File: config.mk
export PLATFORM = sky130hd
export DESIGN_NAME = uart_tx_arbiter
export DESIGN_NICKNAME = d
export VERILOG_FILES = /design/src/rtl/uart_tx_arbiter.sv
export SDC_FILE = /design/constraint.sdc
export NUM_CORES = 1
export LEC_CHECK = 0
export ABC_AREA = 1
export ABC_CLOCK_PERIOD_IN_PS = 2750
export BUFFER_PORTS_ARGS = -buffer_cell sky130_fd_sc_hd__buf_2
export CELL_PAD_IN_SITES_DETAIL_PLACEMENT = 0
export CELL_PAD_IN_SITES_GLOBAL_PLACEMENT = 2
export CORE_MARGIN = 2
export CORE_UTILIZATION = 28
export DETAILED_ROUTE_END_ITERATION = 10
export GPL_ROUTABILITY_DRIVEN = 1
export HOLD_SLACK_MARGIN = 0.02
export PLACE_DENSITY_LB_ADDON = 0.3
export RECOVER_POWER = 50
export SYNTH_ARGS = -nofsm -noshare
export SYNTH_HDL_FRONTEND = slang
export SYNTH_SLANG_ARGS = --single-unit
File: constraint.sdc
create_clock -name clk_i -period 2.75 [get_ports clk_i]
set_clock_uncertainty 0.2 [all_clocks]
set_input_delay 0.4125 -clock clk_i [delete_from_list [all_inputs] [get_ports clk_i]]
set_output_delay 0.4125 -clock clk_i [all_outputs]
set_load 0.005 [all_outputs]
File: src/rtl/uart_tx_arbiter.sv
// Round-robin arbiter sharing one UART transmitter between NumReq byte-stream requesters.
// A grant stays locked to one requester until its last byte, or until the hold timeout expires.
module uart_tx_arbiter #(
  parameter int unsigned NumReq      = 4,
  parameter int unsigned HoldTimeout = 1024,
  localparam int unsigned IdW        = (NumReq > 1) ? $clog2(NumReq) : 1
) (
  input  logic                clk_i,
  input  logic                rst_i,
  input  logic [NumReq-1:0]   req_valid_i,
  input  logic [8*NumReq-1:0] req_data_i,
  input  logic [NumReq-1:0]   req_last_i,
  output logic [NumReq-1:0]   req_ready_o,
  output logic [7:0]          data_tx_o,
  output logic                data_tx_valid_o,
  input  logic                active_tx_i,
  input  logic                done_tx_i,
  output logic [IdW-1:0]      grant_id_o,
  output logic                busy_o
);

  localparam int unsigned CntW = (HoldTimeout > 1) ? $clog2(HoldTimeout) : 1;

  typedef enum logic [1:0] {StIdle, StSend, StWait, StHold} state_e;

  state_e            state_q, state_d;
  logic [IdW-1:0]    grant_q, grant_d;
  logic [IdW-1:0]    rr_ptr_q, rr_ptr_d;
  logic [7:0]        data_q, data_d;
  logic              last_q, last_d;
  logic [CntW-1:0]   hold_cnt_q, hold_cnt_d;
  logic              valid_q, valid_d;
  logic [NumReq-1:0] ready_q, ready_d;

  logic [7:0]        req_bytes [NumReq];
  logic              pick_found;
  logic [IdW-1:0]    pick_id;
  logic [IdW-1:0]    scan_id;
  int unsigned       scan_idx;
  logic [IdW-1:0]    next_ptr;

  // Frame progress is tracked through done_tx_i alone; active_tx_i is status only.
  logic unused_active_tx;
  assign unused_active_tx = active_tx_i;

  for (genvar g = 0; g < NumReq; g++) begin : g_bytes
    assign req_bytes[g] = req_data_i[8*g +: 8];
  end

  // First valid requester at or after rr_ptr_q, wrapping at NumReq.
  always_comb begin
    pick_found = 1'b0;
    pick_id    = '0;
    scan_id    = '0;
    scan_idx   = 0;
    for (int unsigned i = 0; i < NumReq; i++) begin
      scan_idx = (32'(rr_ptr_q) + i) % NumReq;
      scan_id  = IdW'(scan_idx);
      if (!pick_found && req_valid_i[scan_id]) begin
        pick_found = 1'b1;
        pick_id    = scan_id;
      end
    end
  end

  assign next_ptr = (grant_q == IdW'(NumReq - 1)) ? '0 : grant_q + 1'b1;

  always_comb begin
    state_d    = state_q;
    grant_d    = grant_q;
    rr_ptr_d   = rr_ptr_q;
    data_d     = data_q;
    last_d     = last_q;
    hold_cnt_d = hold_cnt_q;
    valid_d    = 1'b0;
    ready_d    = '0;
    unique case (state_q)
      StIdle: begin
        if (pick_found) begin
          grant_d          = pick_id;
          data_d           = req_bytes[pick_id];
          last_d           = req_last_i[pick_id];
          valid_d          = 1'b1;
          ready_d[pick_id] = 1'b1;
          state_d          = StSend;
        end
      end
      StSend: state_d = StWait;
      StWait: begin
        if (done_tx_i) begin
          if (last_q) begin
            state_d  = StIdle;
            rr_ptr_d = next_ptr;
          end else begin
            state_d    = StHold;
            hold_cnt_d = '0;
          end
        end
      end
      StHold: begin
        // Locked: only the current owner may continue its message.
        if (req_valid_i[grant_q]) begin
          data_d           = req_bytes[grant_q];
          last_d           = req_last_i[grant_q];
          valid_d          = 1'b1;
          ready_d[grant_q] = 1'b1;
          state_d          = StSend;
        end else if (hold_cnt_q == CntW'(HoldTimeout - 1)) begin
          state_d  = StIdle;
          rr_ptr_d = next_ptr;
        end else begin
          hold_cnt_d = hold_cnt_q + 1'b1;
        end
      end
      default: state_d = StIdle;
    endcase
  end

  always_ff @(posedge clk_i) begin
    if (rst_i) begin
      state_q    <= StIdle;
      grant_q    <= '0;
      rr_ptr_q   <= '0;
      data_q     <= '0;
      last_q     <= 1'b0;
      hold_cnt_q <= '0;
      valid_q    <= 1'b0;
      ready_q    <= '0;
    end else begin
      state_q    <= state_d;
      grant_q    <= grant_d;
      rr_ptr_q   <= rr_ptr_d;
      data_q     <= data_d;
      last_q     <= last_d;
      hold_cnt_q <= hold_cnt_d;
      valid_q    <= valid_d;
      ready_q    <= ready_d;
    end
  end

  assign req_ready_o     = ready_q;
  assign data_tx_o       = data_q;
  assign data_tx_valid_o = valid_q;
  assign grant_id_o      = grant_q;
  assign busy_o          = (state_q != StIdle);

endmodule
# After elaboration in Yosys (flattened, before gate mapping)
# Index checks and enable logic that the tools add are counted.
dict set report classes {
  addsub 5
  n_mul 0
  n_div 0
  magnitude_cmp 10
  eq_ne 14
  shift 0
  muxes 61
  bitwise_logic 2
  reduce_logical 17
}
# op count
set op_table {}
lappend op_table {{8-bit two-way mux} 6}
lappend op_table {{10-bit two-way mux} 4}
lappend op_table {{8-bit binary-select mux with 2-bit select} 2}
lappend op_table {{2-bit two-way mux} 14}
lappend op_table {{10-bit one-hot mux with 2 select lines} 1}
lappend op_table {{2-bit by 3-bit < comparator with 1-bit output, second input constant} 6}
lappend op_table {{1-bit two-way mux} 17}
lappend op_table {{2-bit inequality test, second input constant} 8}
lappend op_table {{8-bit one-hot mux with 2 select lines} 1}
lappend op_table {{1-bit binary-select mux with 2-bit select} 7}
lappend op_table {{10-bit by 1-bit adder with 10-bit output, second input constant} 1}
lappend op_table {{10-bit == test, second input constant} 1}
lappend op_table {{5-bit AND reduction} 2}
lappend op_table {{4-bit two-way mux} 2}
lappend op_table {{2-bit one-hot mux with 4 select lines} 1}
lappend op_table {{4-bit one-hot mux with 2 select lines} 1}
lappend op_table {{2-bit == test, second input constant} 3}
lappend op_table {{3-bit greater-or-equal comparator, second input constant} 2}
lappend op_table {{2-bit inverter with 3-bit output} 2}
lappend op_table {{3-bit AND reduction} 2}
lappend op_table {{2-bit nonzero test} 3}
lappend op_table {{1-bit logical AND} 5}
lappend op_table {{2-bit by 1-bit adder with 2-bit output, second input constant} 2}
lappend op_table {{2-bit adder, second input constant} 2}
lappend op_table {{9 further kinds} 14}
dict set report word_totals {
  ff_bits 30
  latch_bits 0
  mem_bits_rw 0
  mem_bits_ro 0
  input_bits 44
  mem_count 0
}

# Longest topological paths before layout
dict set report logic_depth {
  depth_word 18
  ltp_mapped 17
}

# Worst setup path before layout
# OpenSTA, ideal clock, no wires.
dict set report synth_path {
  path_type {register -> register}
  start {register state_q[0]}
  end {register hold_cnt_q[7]}
  setup_time_ns 0.121
  t_arrival_ns 1.786
  path_slack_ns 0.643
  path_stages_with_launch 15
  n_path_buf 0
  synth_period_minus_slack_ns 2.107
  path_cell_list {dfxtp_1 -> inv_1 -> ha_1 -> inv_1 -> nor2_1 -> a21oi_1 -> o21ai_0 -> nor2_1 -> nand2_1 -> nand2_2 -> inv_2 -> nor2_2 -> nand3_1 -> nor3_1 -> nor3_2}
}
dict set report synth_between {
  elab_chain_len 3
  elab_cells_between_ends 9
  cone_classes {eq/ne: 6; mux: 1; reduce/logical: 2}
}
# item line_no
set synth_lines {}
lappend synth_lines {{start: declaration} 26} ;# state_e state_q, state_d;
lappend synth_lines {{start signal: assignment} 121} ;# state_q <= StIdle;
lappend synth_lines {{start signal: assignment} 130} ;# state_q <= state_d;
lappend synth_lines {{2-bit == test} 77} ;# unique case (state_q)
lappend synth_lines {{2-bit inequality test (no source line) or 2-bit nonzero test (tied branches)} -}
lappend synth_lines {{5-bit AND reduction (no source line)} -}
lappend synth_lines {{end signal: assignment} 135} ;# hold_cnt_q <= hold_cnt_d;
lappend synth_lines {{end: declaration} 31} ;# logic [CntW-1:0] hold_cnt_q, hold_cnt_d;
# Parallel ways exist; a longest one is shown, timed or not.
# A chain may end at the register's enable or synchronous reset.

# Worst setup path after layout
dict set report layout_path {
  start {register rr_ptr_q[0]}
  end {register data_q[2], in the netlist data_tx_o[2]}
}
dict set report layout_between {
  elab_chain_len 18
  elab_cells_between_ends 33
  cone_classes {add/sub: 3; eq/ne: 1; mux: 21; bitwise: 1; reduce/logical: 7}
}
# item line_no
set layout_lines {}
lappend layout_lines {{start: declaration} 28} ;# logic [IdW-1:0] rr_ptr_q, rr_ptr_d;
lappend layout_lines {{start signal: assignment} 132} ;# rr_ptr_q <= rr_ptr_d;
lappend layout_lines {{parallel branches: the longest is 18 deep, another holds 2-bit by 1-bit adder with 2-bit output} -}
lappend layout_lines {{end signal: assignment} 133} ;# data_q <= data_d;
lappend layout_lines {{end: declaration} 29} ;# logic [7:0] data_q, data_d;
# Several ways; the timed one is not identified. The select of a mux whose other input is x is not followed.

==> flow_metrics.tcl <==
set metrics [dict create \
    holdBufCountCts 0 \
    start_kind "register" \
    cp.required_ps 2760 \
    layout.nets 509 \
    ys_types 38 \
    p_leak_nw 1.37 \
    r2r_slack_ps 290 \
    yosysWarnings 0 \
    wl_met1_um 3660 \
    die-area_um2 9770 \
    p_clk_share_pct 9.5 \
    cellPowerDensity_nw_per_um2 1270 \
    grt_max_degree 24 \
    finalSetupTns_ps 0 \
    yosysMostFrequentCell "nand2_1" \
    grt_pass1_wl_um 12700 \
    synth_enable_flop_cells 0 \
    slew_headroom_pct 73.0 \
    syn_nets 449 \
    syn_to_final_growth_pct 19.8 \
    r2r-end "data_tx_o[2]" \
    internal_power_w 0.00173 \
    drv_cap 0 \
    die_x_um 98.8 \
    hpwlAfterDp_um 5910 \
    crit_fanout 17 \
    avgSynthCellArea_um2 6.36 \
    antenna_found_initial 0 \
    vdd_ir_drop_max_v 0.000441 \
    coreArea_um2 8720 \
    h-tree-depth 2 \
    wl_um 7720 \
    startpoint "rr_ptr_q[0]" \
    grt_usage_pct 15.9 \
    clk_latency_ps 280 \
    p_comb_share_pct 74.7 \
    syn_area_um2 2520 \
    crit_path_end "data_tx_o[2]" \
    async_flop_share_pct 0 \
    pwr-share-seq_pct 15.8 \
    hold_viol 0 \
    die_h_um 98.8 \
    cts_num_sinks 30 \
    portBuffers 58 \
    critPathArrivalTime_ps 2470 \
    synth_seq_cells 30 \
    drt-initial-drc-count 106 \
    tightestPinTransition_ps 403 \
    cts_setup_buffers 0 \
    fin_crit_ps 2460 \
    p_switching_w 0.00210 \
    criticalPathCategory "reg -> reg" \
    drive_above_1_share_pct 24.3 \
    setup_viol 0 \
    clockBufferDepth 2 \
    switching_share_pct 54.7 \
    post-synth-top-area-cell "dfxtp_1" \
    synthTopCellsByArea "dfxtp_1 24%, nand2_1 14%, nand3_1 9.3%" \
    rows 34 \
    grt_setup_unrepaired "false" \
    worst_r2r_startpoint "rr_ptr_q[0]" \
    endpoint_kind "register" \
    outcome "complete, no violations" \
    ys.flop_type "dfxtp_1" \
    timing.final.crit_share_pct 89.3 \
    finalPower_w 0.00383 \
    route.met3.wl_um 306 \
    wl_met2_um 3490 \
    routedWlPerCell_um 13.7 \
    yosys.area.top_type_share_pct 23.8 \
    root_buffer "clkbuf_8" \
    ios 60 \
    worstRegToRegCells 15 \
    grt_pass1_vias 2590 \
    first_pass_iters 4 \
    gr-total-overflow 0 \
    drc_errors 0 \
    topRoutingLayerUsed "met4" \
    cts_tree "yes" \
    hold_class "reg -> reg" \
    gp_congestion 0.841 \
    synthCells 396 \
    slew_violations 0 \
    synth_commonest_cells "91 x nand2_1, 47 x nand3_1, 35 x nor2_1" \
    fmax_ghz 0.407 \
    viasPerCell 4.84 \
    ant_nets 0 \
    antenna_cells 0 \
    start_util_pct 28.9 \
    vias 2734 \
    synth-seq-area-share_pct 23.8 \
    numCtsBuffers 5 \
    clk_pin_slew_ps 60 \
]
[cell usage in the layout (no fill, tap or decap), types with 7 or more instances in the layout]
cell type  count
nand2_1       91
buf_2         50
nand3_1       48
nor2_1        34
dfxtp_1       30
o21ai_0       29
inv_1         28
a21oi_1       23
nand2_2       14
buf_4         10
ha_1           9
clkbuf_1       9
nand4_1        7
[cell type report]
cell class                      count  area [um^2]
Inverter                           37          144
Clock inverter                      1         5.00
Clock buffer                        7         86.3
Sequential cell                    30          601
Tap cell                          108          135
Timing Repair Buffer               69          375
Fill cell                        1013         5700
Multi-Input combinational cell    313         1670
[metrics by stage]
stage / std cells / area, um^2 / setup slack [ps] / hold WS, ps / util, %
floorplan: 396 / 2520 / 643 / 253 / -
global placement: 557 / 2930 / 304 / 255 / 33.6
global route: 565 / 3020 / 25.0 / 293 / 34.6
CTS: 565 / 3030 / 284 / 273 / 34.7
finish: 565 / 3020 / 294 / 264 / 34.6
detailed placement: 557 / 2930 / 295 / 264 / 33.6
[power by group through the flow]
| stage | Sequential, W | Clock [W] | Combinational [W] |
|---|---|---|---|
| 3_3_place_gp | 0.000616 | 0 | 0.00290 |
| 5_1_grt | 0.000620 | 0.000396 | 0.00325 |
| 3_5_place_dp | 0.000617 | 0 | 0.00290 |
| 6_report | 0.000606 | 0.000364 | 0.00286 |
| 2_1_floorplan | 0.000607 | 0 | 0.00222 |
| 4_1_cts | 0.000608 | 0.000379 | 0.00291 |
[kinds of logic (layout without fill, tap and decap cells)]
family                     count (synthesis)  in the layout  share of synthesized area [%]
DFF                                       30             30                           23.8
AOI/OAI and AO/OA                         81             81                           18.4
and+or+nand+nor                          222            222                           43.1
adders and majority gates                  9              9                           4.47
xor gates and xnor gates                   1              1                          0.348
buffers and inverters                     53            114                           9.89
[state kept, by name, summed over array words and instances, names as in the netlist]
signal / cells
hold_cnt_q: 10
data_tx_o: 8
req_ready_o: 4
grant_id_o: 2
rr_ptr_q: 2
state_q: 2
data_tx_valid_o: 1
last_q: 1
[how the worst min path moves through the flow]
stage	startpoint	to	slack, ps	cells past startpoint
4_1_cts	data_tx_o[5]	data_tx_o[5]	270	2
6_report	data_tx_o[5]	data_tx_o[5]	260	2
3_5_place_dp	data_tx_o[5]	data_tx_o[5]	260	2
5_1_grt	data_tx_o[0]	data_tx_o[0]	290	2
3_3_place_gp	data_tx_o[5]	data_tx_o[5]	260	2
2_1_floorplan	last_q	last_q	250	2
[critical path, stage by stage, from the launching register on]
cell,delay (ps)
dfxtp_1,320
buf_12,140
inv_6,90
nand2_2,70
nand3_2,90
nand2_2,90
inv_2,90
nand3_1,310
nand3_4,340
buf_4,190
nand2_1,50
o21ai_1,80
nand2_1,70
nand3_1,70
nand2_1,60
a21oi_2,110
[routing by layer]
metal	up-vias	global-route usage (%)
met1	1214	20.6
met4	0	6.01
met3	15	3.05
met5	-	0
li1	1448	-
met2	57	26.0
[what timing repair did]
action / 4_1_cts / 5_1_grt
setup endpoints to repair: 0 / 1
resized for setup: 0 / 2
hold endpoints to repair: 0 / 0
No activity file was read; power rests on OpenSTA's default activity.
